--- src/rtl/aes_key_expansion.sv ---
// ============================================================================
// Module   : aes_key_expansion
// Purpose  : AES-128 round-key generator. Streams the 11 round keys forward
//            directly or, for decryption, expands into a buffer then streams
//            them in reverse.
// Revision : 1.0
// ============================================================================
`default_nettype none

module aes_key_expansion #(
  parameter int DATA_W = 128,
  parameter int NR     = 10
) (
  input  logic              clk,
  input  logic              reset,
  input  logic              key_valid_in,
  input  logic [DATA_W-1:0] key_in,
  input  logic              mode_dec,
  output logic              key_valid,
  output logic [DATA_W-1:0] round_key,
  output logic [3:0]        round_idx,
  output logic              busy,
  output logic              done
);

  localparam logic [1:0] c_IDLE   = 2'd0;
  localparam logic [1:0] c_FWD    = 2'd1;
  localparam logic [1:0] c_EXPAND = 2'd2;
  localparam logic [1:0] c_REV    = 2'd3;
  localparam logic [3:0] c_LAST   = 4'(NR);

  localparam logic [2047:0] c_SBOX = {
    128'h637c777bf26b6fc53001672bfed7ab76, 128'hca82c97dfa5947f0add4a2af9ca472c0,
    128'hb7fd9326363ff7cc34a5e5f171d83115, 128'h04c723c31896059a071280e2eb27b275,
    128'h09832c1a1b6e5aa0523bd6b329e32f84, 128'h53d100ed20fcb15b6acbbe394a4c58cf,
    128'hd0efaafb434d338545f9027f503c9fa8, 128'h51a3408f929d38f5bcb6da2110fff3d2,
    128'hcd0c13ec5f974417c4a77e3d645d1973, 128'h60814fdc222a908846eeb814de5e0bdb,
    128'he0323a0a4906245cc2d3ac629195e479, 128'he7c8376d8dd54ea96c56f4ea657aae08,
    128'hba78252e1ca6b4c6e8dd741f4bbd8b8a, 128'h703eb5664803f60e613557b986c11d9e,
    128'he1f8981169d98e949b1e87e9ce5528df, 128'h8ca1890dbfe6426841992d0fb054bb16
  };

  function automatic logic [7:0] sbox(input logic [7:0] b);
    return c_SBOX[(255 - int'(b))*8 +: 8];
  endfunction

  function automatic logic [7:0] rcon(input logic [3:0] r);
    case (r)
      4'd1:    return 8'h01;
      4'd2:    return 8'h02;
      4'd3:    return 8'h04;
      4'd4:    return 8'h08;
      4'd5:    return 8'h10;
      4'd6:    return 8'h20;
      4'd7:    return 8'h40;
      4'd8:    return 8'h80;
      4'd9:    return 8'h1b;
      4'd10:   return 8'h36;
      default: return 8'h00;
    endcase
  endfunction

  logic [1:0]        r_state;
  logic [1:0]        w_state_nxt;
  logic [3:0]        r_cnt;
  logic [DATA_W-1:0] r_work;
  logic [DATA_W-1:0] r_key;
  logic [DATA_W-1:0] r_buf [0:NR];

  logic [31:0]       w_rot;
  logic [31:0]       w_sub;
  logic [31:0]       w_t;
  logic [31:0]       w_n0, w_n1, w_n2, w_n3;
  logic [DATA_W-1:0] w_next;

  // r_work always holds key number r_cnt, so its successor uses Rcon[r_cnt+1]
  assign w_rot = {r_work[23:0], r_work[31:24]};

  for (genvar g = 0; g < 4; g++) begin : g_sbox
    assign w_sub[8*g +: 8] = sbox(w_rot[8*g +: 8]);
  end

  assign w_t    = w_sub ^ {rcon(r_cnt + 4'd1), 24'h0};
  assign w_n0   = r_work[127:96] ^ w_t;
  assign w_n1   = r_work[95:64]  ^ w_n0;
  assign w_n2   = r_work[63:32]  ^ w_n1;
  assign w_n3   = r_work[31:0]   ^ w_n2;
  assign w_next = {w_n0, w_n1, w_n2, w_n3};

  always_ff @(posedge clk or negedge reset) begin
    if (!reset) r_state <= c_IDLE;
    else        r_state <= w_state_nxt;
  end

  always_comb begin
    w_state_nxt = r_state;
    case (r_state)
      c_IDLE:   if (key_valid_in) w_state_nxt = mode_dec ? c_EXPAND : c_FWD;
      c_FWD:    if (r_cnt == c_LAST) w_state_nxt = c_IDLE;
      c_EXPAND: if (r_cnt == c_LAST) w_state_nxt = c_REV;
      c_REV:    if (r_cnt == 4'd0) w_state_nxt = c_IDLE;
      default:  w_state_nxt = c_IDLE;
    endcase
  end

  always_comb begin
    key_valid = (r_state == c_FWD) || (r_state == c_REV);
    busy      = (r_state != c_IDLE);
    done      = ((r_state == c_FWD) && (r_cnt == c_LAST)) ||
                ((r_state == c_REV) && (r_cnt == 4'd0));
    round_idx = key_valid ? r_cnt : 4'd0;
    round_key = r_key;
  end

  always_ff @(posedge clk or negedge reset) begin
    if (!reset) begin
      r_cnt  <= 4'd0;
      r_work <= '0;
      r_key  <= '0;
      for (int i = 0; i <= NR; i++) r_buf[i] <= '0;
    end else begin
      case (r_state)
        c_IDLE: begin
          if (key_valid_in) begin
            r_work <= key_in;
            r_cnt  <= 4'd0;
            if (!mode_dec) r_key <= key_in;
          end
        end
        c_FWD: begin
          if (r_cnt == c_LAST) begin
            r_cnt <= 4'd0;
          end else begin
            r_work <= w_next;
            r_key  <= w_next;
            r_cnt  <= r_cnt + 4'd1;
          end
        end
        c_EXPAND: begin
          r_buf[r_cnt] <= r_work;
          // last key bypasses the buffer so the reverse stream starts at once
          if (r_cnt == c_LAST) begin
            r_key <= r_work;
          end else begin
            r_work <= w_next;
            r_cnt  <= r_cnt + 4'd1;
          end
        end
        c_REV: begin
          if (r_cnt != 4'd0) begin
            r_key <= r_buf[r_cnt - 4'd1];
            r_cnt <= r_cnt - 4'd1;
          end
        end
        default: r_cnt <= 4'd0;
      endcase
    end
  end

endmodule

`default_nettype wire

--- config.mk ---
export PLATFORM = sky130hd
export DESIGN_NAME = aes_key_expansion
export DESIGN_NICKNAME = d
export VERILOG_FILES = /design/src/rtl/aes_key_expansion.sv
export SDC_FILE = /design/constraint.sdc
export NUM_CORES = 2
export LEC_CHECK = 0
export ABC_AREA = 1
export BUFFER_PORTS_ARGS = -buffer_cell sky130_fd_sc_hd__buf_2
export CORE_ASPECT_RATIO = 0.8
export CORE_MARGIN = 2
export CORE_UTILIZATION = 35
export DETAILED_ROUTE_END_ITERATION = 10
export MAX_ROUTING_LAYER = met4
export PLACE_DENSITY = 0.61
export SYNTH_ARGS = -nofsm -noshare
export SYNTH_HDL_FRONTEND = slang
export SYNTH_SLANG_ARGS = --single-unit
--- constraint.sdc ---
create_clock -name clk -period 3.5 [get_ports clk]
set_input_delay 0.525 -clock clk [delete_from_list [all_inputs] [get_ports clk]]
set_output_delay 0.525 -clock clk [all_outputs]
set_load 0.05 [all_outputs]
==> results.py <==
metrics = {
    "placement": {
        "io_buffers": 266,
        "place_area_um2": 101000,
        "dp_cells": 15879,
        "finalWeightedCongestion": 1.03,
        "place_hpwl_um": 307000,
    },
    "final_layout": {
        "fin_util": 0.420,
        "area_growth_pct": 19.6,
        "instances_no_fill": 16289,
        "drive_gt1_frac": 0.138,
        "final_cell_area_um2": 109000,
        "final_net_count": 12870,
    },
    "logic_synthesis": {
        "synthCells": 12340,
        "syn_nets": 12538,
        "yosys.area.top_type_share": 0.460,
        "synthTopCellsByArea": "dfrtp_1, nand2_1, o21ai_0",
        "synth_cell_type_count": 41,
        "synthArstFlopShare": 1.00,
        "ys_ff_latch": 1670,
        "netlist_top_cells_count": "nand2_1, dfrtp_1, o21ai_0",
        "ys_warn_count": 0,
        "synth_edf_count": 0,
        "synth_ff_type": "dfrtp_1",
        "ys_seq_area_frac": 0.460,
        "yosysTopAreaCell": "dfrtp_1",
        "synth_most_common_cell": "nand2_1",
        "avgSynthCellArea_um2": 7.36,
        "netlist_area_um2": 90800,
    },
    "cts": {
        "root_buffer": "clkbuf_16",
        "path_clk_slew_ns": 0.07,
        "insertion_delay_ns": 0.90,
        "cts_buffers": 188,
        "cts_tree": "built",
        "cts.sinks": 1670,
        "cts_buffer_depth": 4,
        "cts_max_level": 4,
    },
    "setup_path": {
        "cp-start-kind": "flip-flop",
        "crit_slowest_cell": "o2111ai_1",
        "critPathMaxStageDelay_ns": 0.53,
        "crit_arrival_ns": 4.21,
        "crit_chain": "inv_2 > ha_1 > buf_4 > nor2_1 > nor2_1 > nand3_1 > nand3_1 > nand3_1 > nand2_1 > nand2_1 > nand3_1 > nand2_1 > buf_4 > o2111ai_1 > o211ai_1 > nand2_1",
        "crit_path_end_kind": "flip-flop",
        "cp.required_ns": 4.28,
        "r2r_slack_ns": 0.07,
        "critPathMaxFanout": 4,
        "crit_type": "reg2reg",
    },
    "route": {
        "avgRoutedWirePerCell_um": 27.3,
        "drt_iter0_drc": 12779,
        "vias": 93486,
        "ant_nets": 0,
        "drt-pass1-iter-count": 8,
        "wirelength_um": 445000,
        "drcViolationCount": 0,
        "vias_per_cell": 5.74,
    },
    "grt": {
        "grt_pass1_wl_um": 642000,
        "grt.busiest_layer": "met1",
        "grt_start_max_net_pins": 155,
        "grt_usage": 0.340,
        "met1_usage": 0.477,
        "met3_usage": 0.0644,
        "antenna_found_initial": 23,
        "grt_overflow": 0,
        "grt_pass1_vias": 86649,
        "met2_usage": 0.467,
    },
    "floorplan": {
        "boundaryPins": 267,
        "die_w_um": 573,
        "die_area_um2": 263000,
        "num_rows": 167,
        "die_h_um": 459,
        "coreArea_um2": 258000,
        "initial_core_util": 0.351,
    },
    "timing": {
        "fmax_mhz": 292,
        "fin_crit_ns": 3.43,
        "report.final.hold_viol_count": 0,
        "finClkSkew_ns": 0.0672,
        "worst_slew_pin_slew_ns": 1.07,
        "fin_setup_tns_ns": 0,
        "slew_viol_final": 0,
        "rsz0062_at_grt": "true",
        "setup_violations": 0,
        "final.period_utilization": 0.980,
        "slew_headroom": 0.286,
    },
    "flow_run": {
        "maxCapViolCount": 0,
    },
    "run_status": {
        "outcome": "finished clean",
    },
    "hold_path": {
        "min_path_type": "in2reg",
    },
}
==> per-layer routing <==
layer | wire, µm | share of wire
met4 | 26400 | 0.059
met2 | 181000 | 0.41
met1 | 195000 | 0.44
met3 | 42200 | 0.095
met5 | 0 | 0
==> timing repair <==
| item | 4_1_cts | 5_1_grt |
|---|---|---|
| resized for setup | 9 | 124 |
| hold buffers | 64 | 0 |
| endpoints found under the hold margin | 172 | 0 |
| setup buffers | 0 | 2 |
| cloned | 0 | 1 |
| pin swaps | 0 | 4 |
| endpoints found under the setup margin | 11 | 125 |
==> cell families (layout without fill, tap and decap cells) <==
kind of cell / after synthesis / count (layout) / share of synthesized area
adder cells (fa/ha/maj): 66 / 66 / 0.00910
buffers and inverters: 1527 / 2004 / 0.0690
XOR/XNOR: 5 / 5 / 0.000482
AO/OA/AOI/OAI: 3231 / 3231 / 0.193
other: 0 / 8 / 0
flip-flops: 1670 / 1670 / 0.460
AND/OR/NAND/NOR: 5841 / 5841 / 0.268
==> per-stage QoR <==
stage          worst slack [ns]  hold slack (ns)
2_1_floorplan             0.193            0.229
3_3_place_gp             -0.218            0.460
3_5_place_dp             -0.201            0.463
4_1_cts                 0.00689         0.000504
5_1_grt                 -0.0239          0.00147
6_report                 0.0712           0.0320
==> final timing paths <==
path | start | cells past startpoint | to
max | r_work[25] | 16 | round_key[101]
min | key_in[68] | 3 | round_key[68]
max reg2reg | r_work[25] | 16 | round_key[101]
min reg2reg | round_key[115] | 2 | round_key[115]
max in group asynchronous | reset | 3 | r_buf[490]
min in group asynchronous | reset | 2 | r_buf[316]
==> area by class of cell <==
type | count | area (µm²)
Multi-Input combinational cell | 9143 | 43400
Clock inverter | 68 | 865
Timing Repair Buffer | 1246 | 11100
Tap cell | 3464 | 4330
Sequential cell | 1670 | 41800
Inverter | 423 | 1660
Fill cell | 26719 | 150000
Clock buffer | 267 | 5400
Antenna cell | 8 | 20.0
==> placed cells by master, fill, tap and decap left out, drive strengths merged, types with 23 or more instances in the layout <==
master,netlist,layout
nand2,3805,3805
dfrtp,1670,1670
o21ai,1628,1628
nand3,1501,1501
buf,295,1181
a21oi,987,987
nor2,472,472
inv,420,432
clkbuf,809,268
o211ai,216,216
o22ai,181,181
a22oi,128,128
ha,66,66
dlygate4sd3,0,64
nand4,47,47
a31oi,40,40
clkinv,3,35
o2111ai,23,23
==> flip-flops by register name, summed over array words and instances (netlist names) <==
register / cells
r_work: 128
r_cnt: 4
round_key: 128
r_state: 2
r_buf: 1408
==> worst max-delay path, delay by kind of cell, from the launching register on <==
| kind | cells | cell delay, ns |
|---|---|---|
| simple gates | 10 | 1.50 |
| compound gates | 2 | 0.72 |
| fa+ha+maj | 1 | 0.33 |
| buf+inv | 3 | 0.41 |
| flops | 1 | 0.37 |
Power is not shown: default switching activity piles up to over one toggle a cycle in this logic, so the estimate is an artifact.
